## src/rtl/bcd_seq_conv_pkg.sv

```systemverilog
// Shared constants for the binary-to-BCD display path: FSM encoding,
// blank digit code and the default geometry used by the RPM path and
// the seven-segment digit multiplexer.
package bcd_seq_conv_pkg;

  typedef enum logic [1:0] {
    IDLE  = 2'd0,
    SHIFT = 2'd1,
    FIN   = 2'd2
  } state_t;

  localparam logic [3:0] BCD_BLANK       = 4'hF;
  localparam logic [3:0] BCD_ADJ_THRESH  = 4'd5;
  localparam logic [3:0] BCD_ADJ_OFFSET  = 4'd3;

  localparam int DEF_BIN_WIDTH = 16;
  localparam int DEF_DIGITS    = 4;
  localparam int DEF_DP_WIDTH  = 3;

endpackage

```

## src/rtl/bcd_digit_adj.sv

```systemverilog
// Double-dabble digit correction cell: a BCD digit of 5 or more gets 3
// added so that the following left shift carries into the next digit.
module bcd_digit_adj
  import bcd_seq_conv_pkg::*;
(
  input  logic [3:0] d,
  output logic [3:0] q
);

  // Conditional add-3 applied before every shift
  always_comb begin
    q = d;
    if (d >= BCD_ADJ_THRESH) q = d + BCD_ADJ_OFFSET;
  end

endmodule

```

## src/rtl/bcd_seq_conv.sv

```systemverilog
// Sequential binary-to-BCD converter (shift-and-add-3, one bit per clock)
// with valid/ready input, one-cycle result strobe, overflow saturation,
// leading-zero blanking and decimal-point placement.
module bcd_seq_conv
  import bcd_seq_conv_pkg::*;
#(
  parameter int BIN_WIDTH = DEF_BIN_WIDTH,
  parameter int DIGITS    = DEF_DIGITS,
  parameter int DP_WIDTH  = DEF_DP_WIDTH
) (
  input  logic                   clk,
  input  logic                   rst_n,
  input  logic                   in_valid,
  output logic                   in_ready,
  input  logic [BIN_WIDTH-1:0]   bin_in,
  input  logic [DP_WIDTH-1:0]    dp_pos,
  input  logic                   dp_en,
  output logic                   out_valid,
  output logic [4*DIGITS-1:0]    digits,
  output logic [DIGITS-1:0]      dp,
  output logic                   overflow
);

  localparam int DW    = 4 * DIGITS;
  localparam int SR_W  = DW + BIN_WIDTH;
  localparam int CNT_W = $clog2(BIN_WIDTH + 1);

  // Idle display: a single "0" in digit 0, everything above blanked
  localparam logic [DW-1:0]    RST_DIGITS = {DW{1'b1}} << 4;
  localparam logic [CNT_W-1:0] CNT_LAST   = CNT_W'(BIN_WIDTH - 1);

  state_t               state;
  logic [BIN_WIDTH-1:0] p;
  logic [DW-1:0]        dec;
  logic [DW-1:0]        dec_adj;
  logic [CNT_W-1:0]     cnt;
  logic                 ovf;
  logic [DP_WIDTH-1:0]  dp_pos_q;
  logic                 dp_en_q;
  logic [SR_W-1:0]      sr_shl;
  logic                 carry_out;
  logic                 dp_en_eff;

  // Force every digit to 9 when the value did not fit
  function automatic logic [DW-1:0] saturate(input logic sat,
                                             input logic [DW-1:0] val);
    return sat ? {DIGITS{4'd9}} : val;
  endfunction

  // Blank leading zero digits, keeping digit 0 and anything at or below
  // an active decimal point visible
  function automatic logic [DW-1:0] blank_lz(input logic [DW-1:0] val,
                                             input logic en,
                                             input logic [DP_WIDTH-1:0] pos);
    logic [DW-1:0] res;
    logic          zero_above;
    res        = val;
    zero_above = 1'b1;
    for (int k = DIGITS - 1; k >= 1; k--) begin
      zero_above = zero_above && (val[4*k +: 4] == 4'd0);
      if (zero_above && (!en || (k > int'(pos)))) res[4*k +: 4] = BCD_BLANK;
    end
    return res;
  endfunction

  // One-hot decimal point enable for the selected digit
  function automatic logic [DIGITS-1:0] dp_onehot(input logic en,
                                                  input logic [DP_WIDTH-1:0] pos);
    logic [DIGITS-1:0] res;
    res = '0;
    for (int k = 0; k < DIGITS; k++) res[k] = en && (int'(pos) == k);
    return res;
  endfunction

  for (genvar g = 0; g < DIGITS; g++) begin : g_adj
    bcd_digit_adj u_adj (
      .d (dec[4*g +: 4]),
      .q (dec_adj[4*g +: 4])
    );
  end

  // A set bit leaving the top digit means the value reached 10**DIGITS
  assign sr_shl    = {dec_adj, p} << 1;
  assign carry_out = dec_adj[DW-1];

  // An out-of-range decimal point position behaves as if disabled
  assign dp_en_eff = dp_en_q && (int'(dp_pos_q) < DIGITS);

  // Conversion FSM with registered handshake and result outputs
  always_ff @(posedge clk or negedge rst_n) begin
    if (!rst_n) begin
      state     <= IDLE;
      in_ready  <= 1'b1;
      out_valid <= 1'b0;
      digits    <= RST_DIGITS;
      dp        <= '0;
      overflow  <= 1'b0;
      p         <= '0;
      dec       <= '0;
      cnt       <= '0;
      ovf       <= 1'b0;
      dp_pos_q  <= '0;
      dp_en_q   <= 1'b0;
    end else begin
      out_valid <= 1'b0;
      case (state)
        IDLE: begin
          if (in_valid && in_ready) begin
            p        <= bin_in;
            dec      <= '0;
            cnt      <= '0;
            ovf      <= 1'b0;
            dp_pos_q <= dp_pos;
            dp_en_q  <= dp_en;
            in_ready <= 1'b0;
            state    <= SHIFT;
          end
        end
        SHIFT: begin
          {dec, p} <= sr_shl;
          if (carry_out) ovf <= 1'b1;
          cnt <= cnt + 1'b1;
          if (cnt == CNT_LAST) state <= FIN;
        end
        FIN: begin
          digits    <= blank_lz(saturate(ovf, dec), dp_en_eff, dp_pos_q);
          dp        <= dp_onehot(dp_en_eff, dp_pos_q);
          overflow  <= ovf;
          out_valid <= 1'b1;
          in_ready  <= 1'b1;
          state     <= IDLE;
        end
        default: begin
          in_ready <= 1'b1;
          state    <= IDLE;
        end
      endcase
    end
  end

endmodule
```

## config.mk

```make
export PLATFORM = sky130hd
export DESIGN_NAME = bcd_seq_conv
export DESIGN_NICKNAME = d
export VERILOG_FILES = /design/src/rtl/bcd_seq_conv_pkg.sv /design/src/rtl/bcd_digit_adj.sv /design/src/rtl/bcd_seq_conv.sv
export SDC_FILE = /design/constraint.sdc
export NUM_CORES = 1
export LEC_CHECK = 0
export CELL_PAD_IN_SITES_DETAIL_PLACEMENT = 1
export CELL_PAD_IN_SITES_GLOBAL_PLACEMENT = 2
export CORE_UTILIZATION = 37
export CTS_CLUSTER_SIZE = 8
export DETAILED_ROUTE_END_ITERATION = 8
export HOLD_SLACK_MARGIN = 0.1
export PLACE_DENSITY = 0.88
export SLEW_MARGIN = 20
export SYNTH_ARGS = -nofsm -noshare
export SYNTH_HDL_FRONTEND = slang
export SYNTH_SLANG_ARGS = --single-unit
```

## constraint.sdc

```tcl
create_clock -name clk -period 2.55 [get_ports clk]
set_clock_uncertainty 0.15 [all_clocks]
set_input_delay 0.6375 -clock clk [delete_from_list [all_inputs] [get_ports clk]]
set_output_delay 0.6375 -clock clk [all_outputs]
set_load 0.01 [all_outputs]
```

Word-level counts from Yosys, hierarchy flattened
Index checks and enable logic that the tools add are counted.
{"block": "totals", "ff_bits": 67, "in_bits": 23, "out_inout_bits": 23, "elab_cells": 83}
{"block": "classes", "n_addsub": 5, "n_lt_le_gt_ge": 8, "n_eq_ne": 9, "muxes": 22, "bitwise_logic": 1, "reduce_logical": 26}
{"operator": "16-bit one-hot mux with 2 select lines", "count": 2}
{"operator": "16-bit two-way mux", "count": 3}
{"operator": "4-bit two-way mux", "count": 7}
{"operator": "4-bit by 2-bit adder with 4-bit output (second input constant)", "count": 4}
{"operator": "4-bit by 3-bit greater-or-equal comparator with 1-bit output (second input constant)", "count": 4}
{"operator": "4-bit logical NOT", "count": 3}
{"operator": "1-bit logical AND", "count": 11}
{"operator": "5-bit one-hot mux with 2 select lines", "count": 1}
{"operator": "2-bit AND reduction", "count": 4}
{"operator": "3-bit equality test (second input constant)", "count": 2}
{"operator": "2-bit by 3-bit > comparator with 1-bit output (first input constant)", "count": 2}
{"operator": "5-bit by 1-bit adder with 5-bit output (second input constant)", "count": 1}
{"operator": "5-bit by 4-bit equality test with 1-bit output (second input constant)", "count": 1}
{"operator": "5-bit two-way mux", "count": 1}
{"operator": "2-bit two-way mux", "count": 2}
{"operator": "2-bit inequality test (second input constant)", "count": 2}
{"operator": "1-bit one-hot mux with 2 select lines", "count": 2}
{"operator": "2-bit one-hot mux with 2 select lines", "count": 1}
{"operator": "3-bit by 2-bit equality test with 1-bit output (second input constant)", "count": 1}
{"operator": "1-bit by 3-bit > comparator with 1-bit output (first input constant)", "count": 1}
{"operator": "3-bit logical NOT", "count": 1}
{"operator": "1-bit logical OR", "count": 3}
{"operator": "3-bit less-than comparator (second input constant)", "count": 1}
{"operator": "1-bit two-way mux", "count": 3}
{"operator": "8 further kinds", "count": 8}

Depth between registers and ports, before layout
Gate-level depths: netlist (run 1).
{"block": "depth", "word_depth": 6, "depth_mapped": 6, "ltp_nobuf": 6}

Modules after synthesis
Synthesis (run 1) repeated with hierarchy kept, for this count alone.
{"block": "hier_totals", "hier_cells": 358, "area_unflattened_um2": 3320.7}
{"module": "bcd_seq_conv", "instances": 1, "cells_each": 294, "area_each_um2": 2915.3, "seq_area_each_um2": 1692.9}
{"module": "bcd_digit_adj", "instances": 4, "cells_each": 16, "area_each_um2": 101.3, "seq_area_each_um2": 0.0}

Least setup slack after synthesis (run 1)
No wires, ideal clock.
{"block": "synth_path", "path_kind": "reg2reg", "from": "register dec[13]", "to": "register dec[14]", "setup_ps": 83, "arrival_ps": 1502, "required_time_ps": 2317, "slack_ps": 815, "path_stages_with_launch": 7, "n_path_buf": 0, "period_less_slack_ps": 1735, "path_cell_list": "dfrtp_1 > inv_1 > ha_1 > nand2b_1 > a21oi_1 > mux2_2 > o21ai_0"}
{"block": "synth_between", "elab_chain_len": 3, "word_cells_on_any_way": 4, "classes_between": "add/sub (1); order compare (1); mux (2)"}
{"element": "start, declared", "line_no": "bcd_seq_conv.sv:34", "source": "logic [DW-1:0] dec;"}
{"element": "start signal, assigned", "line_no": "bcd_seq_conv.sv:120", "source": "{dec, p} <= sr_shl;"}
{"element": "4-bit by 2-bit adder with 4-bit output / 4-bit by 3-bit greater-or-equal comparator with 1-bit output (equally long branches)", "line_no": "bcd_digit_adj.sv:13", "source": "if (d >= BCD_ADJ_THRESH) q = d + BCD_ADJ_OFFSET;"}
{"element": "4-bit two-way mux (*)", "line_no": "bcd_digit_adj.sv:13"}
{"element": "16-bit one-hot mux with 2 select lines (*)", "line_no": "bcd_seq_conv.sv:106", "source": "case (state)"}
Every way passes the cells marked *; elsewhere a longest branch is shown, timed or not.
A chain may end at the register's enable or synchronous reset.

Final worst setup path (run 1)
{"block": "layout_path", "from": "register in_ready", "to": "output in_ready"}
{"element": "start, declared", "line_no": "bcd_seq_conv.sv:14", "source": "output logic in_ready,"}
{"element": "start signal, assigned", "line_no": "bcd_seq_conv.sv:93", "source": "in_ready <= 1'b1;"}
{"element": "start signal, assigned", "line_no": "bcd_seq_conv.sv:115", "source": "in_ready <= 1'b0;"}
{"element": "start signal, assigned", "line_no": "bcd_seq_conv.sv:130", "source": "in_ready <= 1'b1;"}
No word-level cell between the ends.

==> results of run 1 <==
cells in the final DEF, fill, tap and decap left out, types with 2 or more instances in the layout:
cell and instances:
nand3_1 18, nand4_1 4, a21oi_1 5, nand2b_1 11
nand3b_1 2, mux2_2 3, o22ai_1 15, o21ai_0 23
o311ai_0 2, a31oi_1 7, bufinv_16 3, clkbuf_8 9
nor2b_1 2, xor2_1 4, inv_1 12, nor2_1 45
ha_1 10, a32o_1 6, clkdlybuf4s50_1 44, buf_4 7
o31ai_1 10, nand2_1 35, clkinv_2 2, dfrtp_1 54
xnor2_1 4, nor3_1 5, dfstp_2 13
through the flow:
step | total power, mW | hold WS (ps) | area [µm²] | setup slack [ps]
4_1_cts | 4.54 | 158 | 3930 | 310
5_1_grt | 4.84 | 175 | 3930 | 299
2_1_floorplan | 2.95 | 192 | 3160 | 815
3_3_place_gp | 3.35 | 299 | 3690 | 362
6_report | 4.47 | 153 | 3930 | 330
3_5_place_dp | 3.44 | 310 | 3690 | 314
kinds of logic (layout without fill, tap and decap cells):
group	after synthesis	count (layout)	synth area share, %
flip-flops	67	67	53.6
buffers and inverters	31	81	4.99
XOR/XNOR	8	8	2.22
AO/OA/AOI/OAI	69	69	13.9
multiplexers	3	3	1.07
adder cells (fa/ha/maj)	10	10	3.96
AND/OR/NAND/NOR	132	132	20.3
power by group:
part / switching [mW] / leakage [nW] / internal [mW]
clock: 0.427 / 0.119 / 0.648
combinational: 0.841 / 0.755 / 0.720
sequential: 0.378 / 0.785 / 1.46
total: 1.65 / 1.66 / 2.82
synthesized netlist by cell type, types with 5 or more instances:
library cell  number
nand2b_1          11
nor2_1            45
buf_2             11
nand2_1           35
ha_1              10
nor3_1             5
a32o_1             6
a31oi_1            7
nand3_1           18
buf_4              5
o22ai_1           15
o31ai_1           10
dfstp_2           13
dfrtp_1           54
a21oi_1            5
inv_1             12
o21ai_0           23
worst min path at each step:
stage | startpoint | to | cells after the start | slack, ps
2_1_floorplan | rst_n | cnt[0] | 0 | 190
3_3_place_gp | digits[0] | digits[0] | 2 | 300
3_5_place_dp | digits[0] | digits[0] | 2 | 310
4_1_cts | rst_n | dp[2] | 2 | 160
5_1_grt | rst_n | dp[2] | 2 | 180
6_report | rst_n | dp[2] | 2 | 150
flip-flops by register name (all words and copies together) (netlist names), 2 cells and up:
| signal | flops |
|---|---|
| p | 16 |
| digits | 16 |
| dec | 16 |
| dp_pos_q | 3 |
| cnt | 5 |
| dp | 4 |
| state | 2 |
final cells by class:
type	count	share of cell area, %
inverter	12	1.15
clock buffer	9	3.15
clock inverter	7	2.96
timing repair buffer	53	13.2
tap	105	3.34
sequential	67	43.0
multi-input combinational	222	33.2
layer usage:
| metal | GRT usage, % | wire [µm] |
|---|---|---|
| met5 | 0 | 0 |
| met4 | 6.92 | 104 |
| met3 | 3.06 | 221 |
| met2 | 29.2 | 3240 |
| met1 | 24.1 | 3520 |
==> flow_metrics.tcl, run 1 <==
set metrics [dict create \
    status "completed" \
    hold_class "in -> async" \
    cts_tree "done" \
    vias_per_cell 5.21 \
    holdBufCountCts 0 \
    row_count 33 \
    syn_area_um2 3160 \
    num_antenna_cells 0 \
    p_leak_nw 1.66 \
    cts_buffer_depth 2 \
    dp_cells 459 \
    cp_top_family "flip-flops" \
    dieArea_um2 8900 \
    worst-path-stages 1 \
    yosysTopAreaCell "dfrtp_1" \
    synthCells 320 \
    setup_viol 0 \
    cts-root-buf "clkbuf_8" \
    worstReg2RegEnd "dec[6]" \
    synthArstFlopShare_pct 100 \
    nets 398 \
    multi_input_area_um2 1310 \
    track_usage_pct 18.0 \
    cp-startpoint "in_ready" \
    register_area_um2 1690 \
    fp.dieW_um 94.4 \
    ys_types 38 \
    grt_pass1_wl_um 12400 \
    slowest_delay_ps 560 \
    dp_hpwl_um 4810 \
    regToRegStartpoint "dec[5]" \
    finalCritPeriodShare_pct 87.1 \
    grt_start_max_net_pins 68 \
    ctsResizeCount 0 \
    die_h_um 94.4 \
    path_buf_inv 1 \
    ant_nets 0 \
    antenna_found_initial 0 \
    grt_remaining_overflow 0 \
    p_per_area_nw_per_um2 1140 \
    clock_sinks 67 \
    critPathArrivalTime_ps 1430 \
    ir_drop_mv 0.667 \
    synth_seq_area_share_pct 53.6 \
    fin_cells 475 \
    synth_flop_cell "dfrtp_1" \
    startpoint_type "flop" \
    rsz0062_at_grt "false" \
    drc_errors 0 \
    wl_per_cell_um 14.9 \
    synthTopCellsByArea "dfrtp_1 43%, dfstp_2 11%, nor2_1 5.4%, nand2_1 4.2%, ha_1 4.0%" \
    cp_slowest_cell "dfstp_2" \
    syn_nets 353 \
    area_growth_pct 24.6 \
    period_minus_slack_ps 2220 \
    report.final.slew_viol_count 0 \
    synth_top_cell_area_share_pct 42.8 \
    cp_max_fo 4 \
    slew-limit-headroom_pct 53.4 \
    gp_congestion 0.714 \
    start_util_pct 38.4 \
    cts_buffers 9 \
    synth-seq-cells 67 \
    drt_wl_total_um 7090 \
    cts.clk_slew.worst_paths_ps 80 \
    final_util_pct 47.9 \
    fmax_mhz 450 \
    grt_pass1_vias 2589 \
    synth_edf_count 0 \
    worstMarginPinSlew_ps 698 \
    end_kind "output pin" \
    io_buffers 45 \
    hold_viol_final 0 \
    nFillCells 942 \
    path_cells "clkdlybuf4s50_1" \
    yosysWarnings 0 \
    first_iter_violations 50 \
    finalSetupTns_ps 0 \
    max_cap_violations 0 \
    critPathKind "reg -> out" \
    htree_levels 3 \
    first_pass_iters 4 \
    layout-drive-gt1-share_pct 12.2 \
    reg2reg_slack_ps 610 \
    core_area_um2 8220 \
    crit_end "in_ready" \
    cts_setup_buffers 0 \
    required_ps 1760 \
    r2r_cells 6 \
    avgSynthCellArea_um2 9.86 \
    ioPinCount 46 \
    insertion_delay_ps 340 \
    vias 2473 \
]
No activity file was read; power rests on OpenSTA's default activity.
==> run 2: changes to the inputs <==
- CORE_UTILIZATION: 37 -> 31
- PLACE_DENSITY: 0.88 -> 0.79
- clock period: 2.55 -> 1.9 ns (I/O delays scaled with it)
==> run 2 against run 1 <==
- global-route usage shrank 1.8 points
- largest power group is now combinational logic
- count of clock-buffer cells in the layout grew 3
- clock power up 36%
- critical path depth is the same
- via count up 1.8%
- cell area grew 4.7%
- critical endpoint is now overflow
- sequential power is 31% higher
- non-clock buffer count up 13
- final cell count is 8.6% higher
- routed wire length rose by 7.0%
==> flow_metrics.tcl, run 2 (synthesized netlist as in run 1, its figures left out) <==
set metrics [dict create \
    drt_wl_total_um 7590 \
    layout_commonest_cell "dfrtp_1" \
    wl_per_cell_um 14.7 \
    setup_viol 0 \
    insertion_delay_ps 340 \
    track_usage_pct 16.3 \
    status "completed" \
    first_pass_iters 4 \
    fp.dieW_um 103 \
    max_cap_violations 0 \
    start_util_pct 32.1 \
    worstMarginPinSlew_ps 442 \
    critPathArrivalTime_ps 1220 \
    critPathKind "reg -> out" \
    p_per_area_nw_per_um2 1530 \
    cts-root-buf "clkbuf_8" \
    rsz0062_at_grt "false" \
    layout-drive-gt1-share_pct 15.7 \
    cts_tree "done" \
    antenna_found_initial 0 \
    required_ps 1270 \
    grt_pass1_vias 2649 \
    hold_viol_final 0 \
    num_antenna_cells 0 \
    cp_max_fo 2 \
    ir_drop_mv 0.565 \
    path_buf_inv 1 \
    first_iter_violations 51 \
    cts_setup_buffers 0 \
    mostFrequentLayoutCells "53 x dfrtp_1, 45 x nor2_1, 35 x nand2_1, 24 x clkdlybuf4s50_1, 23 x o21ai_0" \
    slowest_delay_ps 530 \
    gp_congestion 0.708 \
    finalCritPeriodShare_pct 97.0 \
    multi_input_area_um2 1320 \
    path_cells "clkdlybuf4s50_1" \
    grt_start_max_net_pins 68 \
    startpoint_type "flop" \
    vias 2518 \
    end_kind "output pin" \
    area_growth_pct 30.4 \
    dp_hpwl_um 5190 \
    fin_cells 516 \
    cts_buffers 9 \
    core_area_um2 9820 \
    die_h_um 103 \
    period_minus_slack_ps 1840 \
    vias_per_cell 4.88 \
    cts_buffer_depth 2 \
    row_count 36 \
    p_leak_nw 1.82 \
    power.total_mw 6.29 \
    cts.clk_slew.worst_paths_ps 70 \
    io_buffers 45 \
    grt_pass1_wl_um 13000 \
    htree_levels 3 \
    report.final.slew_viol_count 0 \
    fmax_mhz 543 \
    largestRegisters "dec (16), digits (16), p (16)" \
    dieArea_um2 10600 \
    drc_errors 0 \
    slew-limit-headroom_pct 70.5 \
    ant_nets 0 \
    nets 411 \
    nFillCells 1143 \
    dp_cells 499 \
    cp_slowest_cell "clkdlybuf4s50_1" \
    cp_top_family "buffers and inverters" \
    register_area_um2 1690 \
    clock_sinks 67 \
    hold_class "reg -> reg" \
    ioPinCount 46 \
    grt_remaining_overflow 0 \
    final_util_pct 41.9 \
]
## run 2: cell types whose count changed in the layout (fill, tap and decap cells not counted), moves of 3 or more
cell,change
buf_4,+9
clkdlybuf4s50_1,-20
dlymetal6s2s_1,+4
buf_12,+3
a21oi_1,-3
a21oi_2,+3
dlygate4sd2_1,+16
## run 2: final timing paths
kind                            from  slack [ps]         to  depth (start not counted)
min                        digits[3]         320  digits[3]                          2
min reg2reg                digits[3]         320  digits[3]                          2
max                         overflow          60   overflow                          1
max in group asynchronous      rst_n         740   in_ready                          3
min in group asynchronous      rst_n         540  digits[2]                          3
max reg2reg                   dec[8]         150    dec[10]                          6
## run 2: cell type report
class | instances | share of cell area [%]
timing repair buffer | 66 | 15.7
sequential | 67 | 41.1
inverter | 12 | 1.09
tap | 133 | 4.04
clock buffer | 12 | 3.52
multi-input combinational | 222 | 32.1
clock inverter | 4 | 2.37
## run 2: per-layer routing
metal | wire (µm) | global-route usage (%) | up-vias
met5 | 0 | 0 | -
met4 | 93 | 6.18 | 0
met3 | 322 | 3.59 | 9
met2 | 3620 | 27.0 | 56
met1 | 3550 | 20.8 | 1226
li1 | - | - | 1227
## run 2: where the power goes
group	switching [mW]	total, mW	internal (mW)	leakage [nW]
combinational	1.29	2.43	1.14	0.922
clock	0.553	1.46	0.910	0.117
sequential	0.436	2.39	1.96	0.784
total	2.28	6.29	4.01	1.82
## run 2: stage by stage
stage                     setup WS (ps)  cell area, µm²  hold slack, ps  TNS, ps
after floorplan                     165            3160            29.4        0
after CTS                          17.4            4090             324        0
after global routing               1.98            4120             347        0
final                              56.9            4120             317        0
after global placement            -79.1            3860             301    -1100
after detailed placement           -190            3860             307    -2540
## run 2: what timing repair did
| item | CTS | global route |
|---|---|---|
| gates resized for setup | 16 | 9 |
| pin swaps | 0 | 0 |
| endpoints found under the setup margin | 16 | 9 |
| cloned | 0 | 0 |
| endpoints found under the hold margin | 54 | 0 |
| hold buffers | 1 | 0 |
